## config.mk

```make
export PLATFORM = sky130hd
export DESIGN_NAME = fir_filter_mc_flat
export DESIGN_NICKNAME = d
export VERILOG_FILES = /design/src/rtl/fir_filter_mc_if.sv /design/src/rtl/fir_filter_mc.sv /design/src/flat_wrapper.sv
export SDC_FILE = /design/constraint.sdc
export NUM_CORES = 2
export LEC_CHECK = 0
export BUFFER_PORTS_ARGS = -buffer_cell sky130_fd_sc_hd__buf_2
export CAP_MARGIN = 30
export CELL_PAD_IN_SITES_DETAIL_PLACEMENT = 1
export CELL_PAD_IN_SITES_GLOBAL_PLACEMENT = 1
export CORE_MARGIN = 2
export CORE_UTILIZATION = 57
export CTS_CLUSTER_SIZE = 10
export DETAILED_ROUTE_END_ITERATION = 7
export MAX_ROUTING_LAYER = met4
export PLACE_DENSITY_LB_ADDON = 0.1
export SETUP_SLACK_MARGIN = 0.5
export SYNTH_ARGS = -nofsm -noshare
export SYNTH_HDL_FRONTEND = slang
export SYNTH_SLANG_ARGS = --single-unit
export TNS_END_PERCENT = 20
```

## constraint.sdc

```tcl
create_clock -name clk -period 32 [get_ports clk]
set_input_delay 6.4 -clock clk [delete_from_list [all_inputs] [get_ports clk]]
set_output_delay 6.4 -clock clk [all_outputs]
set_load 0.1 [all_outputs]
```

## src/rtl/fir_filter_mc_if.sv

```systemverilog
// rtl/fir_filter_mc_if.sv - sample, result and coefficient signals of fir_filter_mc
interface fir_filter_mc_if #(
  parameter int DATA_W   = 16,
  parameter int COEF_W   = 16,
  parameter int TAPS     = 8,
  parameter int CHANNELS = 2
);
  localparam int CH_W = (CHANNELS > 1) ? $clog2(CHANNELS) : 1;
  localparam int AW   = $clog2(TAPS);

  logic              in_valid;
  logic              in_ready;
  logic [DATA_W-1:0] in_data;
  logic [CH_W-1:0]   in_chan;
  logic              out_valid;
  logic              out_ready;
  logic [DATA_W-1:0] out_data;
  logic [CH_W-1:0]   out_chan;
  logic              bypass;
  logic              coef_we;
  logic [AW-1:0]     coef_addr;
  logic [COEF_W-1:0] coef_data;
  logic              coef_drop;

  modport master (
    output in_valid, in_data, in_chan, out_ready, bypass, coef_we, coef_addr, coef_data,
    input  in_ready, out_valid, out_data, out_chan, coef_drop
  );

  modport slave (
    input  in_valid, in_data, in_chan, out_ready, bypass, coef_we, coef_addr, coef_data,
    output in_ready, out_valid, out_data, out_chan, coef_drop
  );
endinterface

```

## src/rtl/fir_filter_mc.sv

```systemverilog
// rtl/fir_filter_mc.sv - time-multiplexed multi-channel FIR, one MAC per cycle
// Define FIR_SAT_EN to saturate the rounded result; otherwise it wraps to DATA_W bits.
module fir_filter_mc #(
  parameter int DATA_W   = 16,
  parameter int COEF_W   = 16,
  parameter int TAPS     = 8,
  parameter int CHANNELS = 2
) (
  input  logic           clk,
  input  logic           reset,
  fir_filter_mc_if.slave bus
);
  localparam int CH_W   = (CHANNELS > 1) ? $clog2(CHANNELS) : 1;
  localparam int AW     = $clog2(TAPS);
  localparam int PROD_W = DATA_W + COEF_W;
  localparam int ACC_W  = PROD_W + AW;

  localparam logic [AW-1:0]           LAST_TAP  = AW'(TAPS - 1);
  localparam logic [AW:0]             TAPS_W    = (AW + 1)'(TAPS);
  localparam logic [CH_W:0]           CHAN_LIM  = (CH_W + 1)'(CHANNELS);
  localparam logic signed [ACC_W-1:0] RND       = ACC_W'(1) << (COEF_W - 2);
  localparam logic [COEF_W-1:0]       COEF_UNIT = {1'b0, {(COEF_W-1){1'b1}}};

  typedef enum logic [1:0] {IDLE, MAC, OUT} state_t;

  state_t                   state, stateNext;
  logic signed [DATA_W-1:0] delayLine [CHANNELS][TAPS];
  logic [AW-1:0]            wrPtr [CHANNELS];
  logic signed [COEF_W-1:0] coef [TAPS];
  logic [CH_W-1:0]          chanQ;
  logic                     bypassQ;
  logic signed [DATA_W-1:0] sampleQ;
  logic [AW-1:0]            tapCnt;
  logic signed [ACC_W-1:0]  acc;
  logic signed [DATA_W-1:0] outDataQ;
  logic                     coefDropQ;

  logic                     accept, chanOk, lastTap;
  logic [AW-1:0]            rdIdx;
  logic signed [DATA_W-1:0] xK;
  logic signed [PROD_W-1:0] prod;
  logic signed [ACC_W-1:0]  accNext, rounded;
  logic signed [DATA_W-1:0] result;

  assign accept  = bus.in_valid && (state == IDLE);
  assign chanOk  = {1'b0, bus.in_chan} < CHAN_LIM;
  assign lastTap = (tapCnt == LAST_TAP);

  // x[n-k] lives k slots behind the newest sample, wrapping inside the TAPS-deep ring
  assign rdIdx   = (wrPtr[chanQ] >= tapCnt) ? (wrPtr[chanQ] - tapCnt)
                                            : AW'({1'b0, wrPtr[chanQ]} + TAPS_W - {1'b0, tapCnt});
  assign xK      = delayLine[chanQ][rdIdx];
  assign prod    = coef[tapCnt] * xK;
  assign accNext = acc + ACC_W'(prod);
  assign rounded = (accNext + RND) >>> (COEF_W - 1);

`ifdef FIR_SAT_EN
  localparam logic signed [ACC_W-1:0] SAT_MAX = {{(ACC_W-DATA_W+1){1'b0}}, {(DATA_W-1){1'b1}}};
  localparam logic signed [ACC_W-1:0] SAT_MIN = {{(ACC_W-DATA_W+1){1'b1}}, {(DATA_W-1){1'b0}}};
  always_comb begin
    result = DATA_W'(rounded);
    if (rounded > SAT_MAX)      result = DATA_W'(SAT_MAX);
    else if (rounded < SAT_MIN) result = DATA_W'(SAT_MIN);
  end
`else
  assign result = DATA_W'(rounded);
`endif

  always_ff @(posedge clk or posedge reset) begin
    if (reset) state <= IDLE;
    else       state <= stateNext;
  end

  always_comb begin
    stateNext = state;
    case (state)
      IDLE:    if (accept && chanOk) stateNext = MAC;
      MAC:     if (lastTap) stateNext = OUT;
      OUT:     if (bus.out_ready) stateNext = IDLE;
      default: stateNext = IDLE;
    endcase
  end

  always_ff @(posedge clk or posedge reset) begin
    if (reset) begin
      for (int c = 0; c < CHANNELS; c++) begin
        wrPtr[c] <= '0;
        for (int t = 0; t < TAPS; t++) delayLine[c][t] <= '0;
      end
      for (int t = 0; t < TAPS; t++) coef[t] <= (t == 0) ? COEF_UNIT : '0;
      chanQ     <= '0;
      bypassQ   <= 1'b0;
      sampleQ   <= '0;
      tapCnt    <= '0;
      acc       <= '0;
      outDataQ  <= '0;
      coefDropQ <= 1'b0;
    end else begin
      coefDropQ <= bus.coef_we && (state != IDLE);
      case (state)
        IDLE: begin
          // coefficient write lands before the MAC of a same-cycle sample reads it
          if (bus.coef_we && ({1'b0, bus.coef_addr} < TAPS_W)) coef[bus.coef_addr] <= bus.coef_data;
          if (accept && chanOk) begin
            delayLine[bus.in_chan][wrPtr[bus.in_chan]] <= bus.in_data;
            chanQ   <= bus.in_chan;
            bypassQ <= bus.bypass;
            sampleQ <= bus.in_data;
            acc     <= '0;
            tapCnt  <= '0;
          end
        end
        MAC: begin
          acc    <= accNext;
          tapCnt <= tapCnt + 1'b1;
          if (lastTap) begin
            wrPtr[chanQ] <= (wrPtr[chanQ] == LAST_TAP) ? '0 : wrPtr[chanQ] + 1'b1;
            outDataQ     <= bypassQ ? sampleQ : result;
          end
        end
        default: ;
      endcase
    end
  end

  assign bus.in_ready  = (state == IDLE);
  assign bus.out_valid = (state == OUT);
  assign bus.out_data  = outDataQ;
  assign bus.out_chan  = chanQ;
  assign bus.coef_drop = coefDropQ;
endmodule
```

## src/flat_wrapper.sv

```systemverilog
// flat-port wrapper written by rule: the top's interface ports become plain ports
module fir_filter_mc_flat 
#(
  parameter int DATA_W   = 16,
  parameter int COEF_W   = 16,
  parameter int TAPS     = 8,
  parameter int CHANNELS = 2
)
  (clk, reset, bus_in_valid, bus_in_data, bus_in_chan, bus_out_ready, bus_bypass, bus_coef_we, bus_coef_addr, bus_coef_data, bus_in_ready, bus_out_valid, bus_out_data, bus_out_chan, bus_coef_drop);
  fir_filter_mc_if #(.DATA_W(DATA_W), .COEF_W(COEF_W), .TAPS(TAPS), .CHANNELS(CHANNELS)) bus_i ();
  input  logic clk;
  input  logic reset;
  input wire logic [$bits(bus_i.in_valid)-1:0] bus_in_valid;
  input wire logic [$bits(bus_i.in_data)-1:0] bus_in_data;
  input wire logic [$bits(bus_i.in_chan)-1:0] bus_in_chan;
  input wire logic [$bits(bus_i.out_ready)-1:0] bus_out_ready;
  input wire logic [$bits(bus_i.bypass)-1:0] bus_bypass;
  input wire logic [$bits(bus_i.coef_we)-1:0] bus_coef_we;
  input wire logic [$bits(bus_i.coef_addr)-1:0] bus_coef_addr;
  input wire logic [$bits(bus_i.coef_data)-1:0] bus_coef_data;
  output wire logic [$bits(bus_i.in_ready)-1:0] bus_in_ready;
  output wire logic [$bits(bus_i.out_valid)-1:0] bus_out_valid;
  output wire logic [$bits(bus_i.out_data)-1:0] bus_out_data;
  output wire logic [$bits(bus_i.out_chan)-1:0] bus_out_chan;
  output wire logic [$bits(bus_i.coef_drop)-1:0] bus_coef_drop;
  assign bus_i.in_valid = bus_in_valid;
  assign bus_i.in_data = bus_in_data;
  assign bus_i.in_chan = bus_in_chan;
  assign bus_i.out_ready = bus_out_ready;
  assign bus_i.bypass = bus_bypass;
  assign bus_i.coef_we = bus_coef_we;
  assign bus_i.coef_addr = bus_coef_addr;
  assign bus_i.coef_data = bus_coef_data;
  assign bus_in_ready = bus_i.in_ready;
  assign bus_out_valid = bus_i.out_valid;
  assign bus_out_data = bus_i.out_data;
  assign bus_out_chan = bus_i.out_chan;
  assign bus_coef_drop = bus_i.coef_drop;
  fir_filter_mc #(.DATA_W(DATA_W), .COEF_W(COEF_W), .TAPS(TAPS), .CHANNELS(CHANNELS)) u_core (.clk(clk), .reset(reset), .bus(bus_i));
endmodule
```

# Word-level counts from Yosys, hierarchy flattened
# Cells that the tools add are included.
# totals
reg_bits	465
input_bits	42
out_inout_bits	20
wordCells	117
# classes
addsub	7
n_mul	1
order_cmp	11
n_eq_ne	7
n_mux	37
bitwise_logic	6
n_reduce_logical	14
# ops
operator	n
$mux 128	4
$bwmux 256	1
$bwmux 128	1
$demux 128 s1	1
$mux 16	7
$bmux 16 s3	2
$demux 16 s3	2
$pmux 35 s2	1
$add 35x32->35	1
$mux 35	1
$mul 16x16->32	1
$add 31x16->31 const B	1
$mux 3	10
$ge 4x4->1 const B	4
$not 3->4	4
$add 3x1->3 const B	3
$lt 4x1->1 const B	2
$reduce_and 2->1	4
$bwmux 6	1
$eq 3x3->1 const B	2
$logic_and 1x1->1	6
$mux 2	3
$pmux 2 s3	1
$pmux 3 s2	1
13 further kinds	19

# Depth between registers and ports, before layout
# depth
ltp_word	15
mapped_depth	41
depth_no_buf	32

# Worst setup path before layout
# Ideal clock, no wire load.
# synth_timing
path_kind	register -> register
start	register u_core.chanQ (netlist: u_core.bus.out_chan)
end	register u_core.outDataQ[15] (netlist: u_core.bus.out_data[15])
arrival_ns	10.925
required_ns	31.872
path_slack_ns	20.946
path_stages_with_launch	38
period_less_slack_ns	11.054
cell_sequence	dfrtp_1 > buf_6 > buf_2 > buf_2 > buf_2 > clkbuf_1 > nand2_1 > o21a_1 > ha_1 > buf_2 > buf_2 > buf_1 > mux4_2 > mux4_1 > clkbuf_1 > and2_1 > fa_1 > inv_1 > (+2 left out) > inv_1 > fa_1 > fa_1 > inv_1 > fa_1 > inv_1 > ha_1 > buf_2 > a21o_1 > a211o_1 > a211o_1 > and3_1 > or4b_1 > nand4b_4 > nor2_1 > nand4_1 > xnor2_1 > o22ai_1
# synth_between
elab_chain_cells	15
# synth_lines
item	line	text
start, declared	fir_filter_mc.sv:30	logic [CH_W-1:0] chanQ;
start signal, assigned	fir_filter_mc.sv:106	chanQ <= bus.in_chan;
$not 1->2 (implied by the code) *	fir_filter_mc.sv:50, fir_filter_mc.sv:51, fir_filter_mc.sv:52	
$mux 3 (implied by the code) (3 in a row)	fir_filter_mc.sv:50, fir_filter_mc.sv:51	
$add 3x1->3	fir_filter_mc.sv:51	: AW'({1'b0, wrPtr[chanQ]} + TAPS_W - {1'b0, tapCnt});
$sub 3x3->3	fir_filter_mc.sv:51	
$mux 3	fir_filter_mc.sv:50	assign rdIdx = (wrPtr[chanQ] >= tapCnt) ? (wrPtr[chanQ] - tapCnt)
$not 3->4 (implied by the code)	fir_filter_mc.sv:52	assign xK = delayLine[chanQ][rdIdx];
$bmux 16 s3 *	fir_filter_mc.sv:52	
$mux 16 (implied by the code) * (2 in a row)	fir_filter_mc.sv:52	
$mul 16x16->32 *	fir_filter_mc.sv:53	assign prod = coef[tapCnt] * xK;
$add 35x32->35 *	fir_filter_mc.sv:54	assign accNext = acc + ACC_W'(prod);
$add 31x16->31 *	fir_filter_mc.sv:55	assign rounded = (accNext + RND) >>> (COEF_W - 1);
$mux 16 *	fir_filter_mc.sv:118	outDataQ <= bypassQ ? sampleQ : result;
end signal, assigned	fir_filter_mc.sv:118	
end, declared	fir_filter_mc.sv:35	logic signed [DATA_W-1:0] outDataQ;
# Mark *: on every way between the ends. The rest lies on a longest branch, timed or not. The select of a mux whose other input is x is not followed.
# A chain may end at the register's enable or synchronous reset.

# Worst setup path after layout
# layout_timing
start	register u_core.chanQ (netlist: u_core.bus.out_chan)
end	register u_core.outDataQ[7] (netlist: u_core.bus.out_data[7])
# The elaborated chain is that of the path after synthesis.

==> impl_metrics.csv <==
group,metric,value,unit
setup_path,criticalPathCategory,"flop to flop",
timing,fin_ws,21.50,ns
setup_path,crit_slowest_cell,"mux4_1",
cts,cts_buffers,54,
drt,postRouteAntennaNets,0,
layout,fin_nets,3022,
setup_path,worstReg2RegStart,"u_core.bus.out_chan",
timing,fin_crit,10.50,ns
cts,cts-root-buf,"clkbuf_16",
cts,cts_htree_levels,2,
setup_path,end_kind,"flop",
timing,finalMaxSlewViolations,0,
yosys,yosysWarnings,0,
timing,finalHoldViolations,0,
min_path,min_to,"u_core.sampleQ[9]",
drt,vias_per_cell,6.01,
global_routing,grt_pass1_vias,23235,
drt,drtIter0Drc,1239,
min_path,hold_class,"flop to flop",
die,die_w,239,um
global_routing,grt_overflow,0,
yosys,yosys.area.top_type_share,35.4,%
cts,cts_tree,"built",
yosys,synthMostInstantiatedCell,"dfrtp_1",
timing,maxSlewHeadroom,28.2,%
drt,drcViolationCount,0,
run_status,status,"complete, no violations",
timing,clock_skew,0.0306,ns
timing,hold_ws,0.492,ns
cts,ctsHoldBuffers,0,
setup_path,cp.arrival,11.01,ns
cts,cts_setup_buffers,0,
die,die-area,57200,sq um
placed_design,port_buffers,61,
timing,post-route-period-util,32.8,%
drt,vias,20018,
cts,clk_path_buf_depth,3,
setup_path,cp-start-kind,"flop",
layout,syn2layout_area_growth,9.10,%
yosys,syn_area,31500,sq um
yosys,synth_cell_types,67,
die,chipHeight,239,um
die,core-area,54900,sq um
drt,dr.pass1.iters,6,
yosys,syn_avg_cell_area,12.3,sq um
die,start_util,57.5,%
min_path,worst_hold_path.num_cells,2,
yosys,synth_top_cell_by_area,"dfrtp_1",
die,rows,86,
flow_run,drv_cap,0,
yosys,synthTopCellsByCount,"dfrtp_1, mux2_2, inv_1",
yosys,syn-num-nets,2993,
yosys,ys_seq_elements,461,
setup_path,reg2reg_setup_slack,21.50,ns
drt,routed_wl,84200,um
placed_design,gp_congestion,0.873,
global_routing,antenna_found_initial,1,
yosys,ys_top_cells_by_area,"dfrtp_1, fa_1, mux2_2",
placed_design,dp_hpwl,59700,um
die,boundaryPins,62,
global_routing,grt_pass1_wl,136000,um
yosys,synth-edff-count,0,
timing,finalSetupViolCount,0,
layout,n_fill_cell,5394,
yosys,synth_cells,2565,
setup_path,r2r-end,"u_core.bus.out_data[7]",
setup_path,reg2reg_depth,28,
timing,fin_tns_setup,0,ns
layout,drive_gt1_share,27.5,%
min_path,min_from,"u_core.sampleQ[9]",
drt,wire_per_inst,25.3,um
cts,clk_latency,0.62,ns
cts,cts_resized,0,
yosys,async_flop_share,100,%
timing,tightestPinTransition,1.08,ns
yosys,seq_area_frac_synth,36.6,%
timing,timing.fmax,0.0952,GHz
global_routing,grt_use_total,32.2,%
cts,clk_pin_slew,0.06,ns
setup_path,cp_common_cell,"fa_1",
setup_path,cp.required,32.51,ns
timing,rsz0062_at_grt,"false",
global_routing,grt_max_degree,198,
setup_path,worstPathMaxFanout,37,
placed_design,pre_cts_ws,21.57,ns
yosys,ys.flop_type,"dfrtp_1",
cts,cts_sinks,461,
setup_path,cpPeakStageDelay,0.84,ns
[per-stage QoR]
step / instances / util [%] / instance area (sq um)
after CTS: 3328 / 62.6 / 34400
after floorplan: 2565 / - / 31500
after global placement: 3229 / 59.2 / 32500
final: 3330 / 62.7 / 34400
after detailed placement: 3241 / 59.7 / 32800
after global routing: 3330 / 62.7 / 34400
[layout by cell type, fill, tap and decap left out, types with 4 or more instances in the layout]
cell type  count
xnor2_1       34
buf_16         8
a31oi_1        4
and3_1        10
nor3_1        11
dfstp_2       15
mux2_2       403
nor2_1        44
and2_1       113
buf_8          4
mux2i_1       10
fa_1         286
clkbuf_16     54
a211oi_1       9
nor2b_1       20
o21a_1         6
ha_1          99
a21o_1        10
inv_1        343
o21ai_1        6
o21bai_1       8
nor4_2         5
nand3_1       27
buf_4         30
clkbuf_8       4
or2_2          6
buf_2         61
clkbuf_1      22
o21ai_0       44
mux4_2       108
nand2b_1       8
a22o_1        11
a21oi_1       33
o211a_1        4
dfrtp_1      444
nand2_1      237
xor2_1        18
[worst max-delay path by stage]
stage                     cells past startpoint                     end                start
after global placement                       28  u_core.bus.out_data[7]  u_core.bus.out_chan
final                                        28  u_core.bus.out_data[7]  u_core.bus.out_chan
after floorplan                               1           u_core.acc[0]                reset
after detailed placement                     28  u_core.bus.out_data[7]  u_core.bus.out_chan
after CTS                                    28  u_core.bus.out_data[7]  u_core.bus.out_chan
after global routing                         28  u_core.bus.out_data[7]  u_core.bus.out_chan
[area by class of cell]
class	count	area, sq um	area share, %
clock inverter	7	131	0.382
multi-input combinational	1628	18200	52.9
sequential	461	11600	33.6
antenna	1	2.50	0.00727
inverter	345	1300	3.79
tap	704	881	2.56
clock buffer	80	1490	4.33
timing repair buffer	104	831	2.41
[critical path: cells and delay by family (launching register included)]
family / cells / cell delay (ns)
compound gates: 4 / 0.88
buf+inv: 5 / 0.85
xor+xnor: 2 / 0.56
simple gates: 5 / 1.38
flops: 1 / 0.83
mux: 3 / 1.55
fa+ha+maj: 9 / 4.29
[sequential cells by signal, indices dropped and copies added, names as in the netlist]
name / flops
u_core.wrPtr: 6
u_core.tapCnt: 3
u_core.bypassQ: 1
u_core.bus.out_data: 16
u_core.coef: 128
u_core.bus.out_chan: 1
u_core.state: 2
u_core.bus.coef_drop: 1
u_core.acc: 31
u_core.delayLine: 256
u_core.sampleQ: 16
[layer usage]
| metal | global-route usage, % | wire (um) | part of all wire, % |
|---|---|---|---|
| met1 | 41.8 | 35500 | 42 |
| met2 | 53.4 | 42800 | 51 |
| met3 | 3.88 | 2990 | 3.6 |
| met4 | 10.5 | 2850 | 3.4 |
| met5 | - | 0 | 0 |
[logic make-up (layout without fill, tap and decap cells)]
group / count (synthesis) / count (layout) / synth area share, %
mux: 525 / 525 / 22.7
simple gates: 496 / 496 / 7.59
buf+inv: 476 / 536 / 5.78
flops: 461 / 461 / 36.6
fa+ha+maj: 386 / 386 / 22.1
compound gates: 166 / 166 / 3.45
xor+xnor: 55 / 55 / 1.67
other cells: 0 / 1 / 0
Power is left out: the tool's default activity adds up to more than one toggle a clock period on the data nets, which glitch-free logic cannot reach.
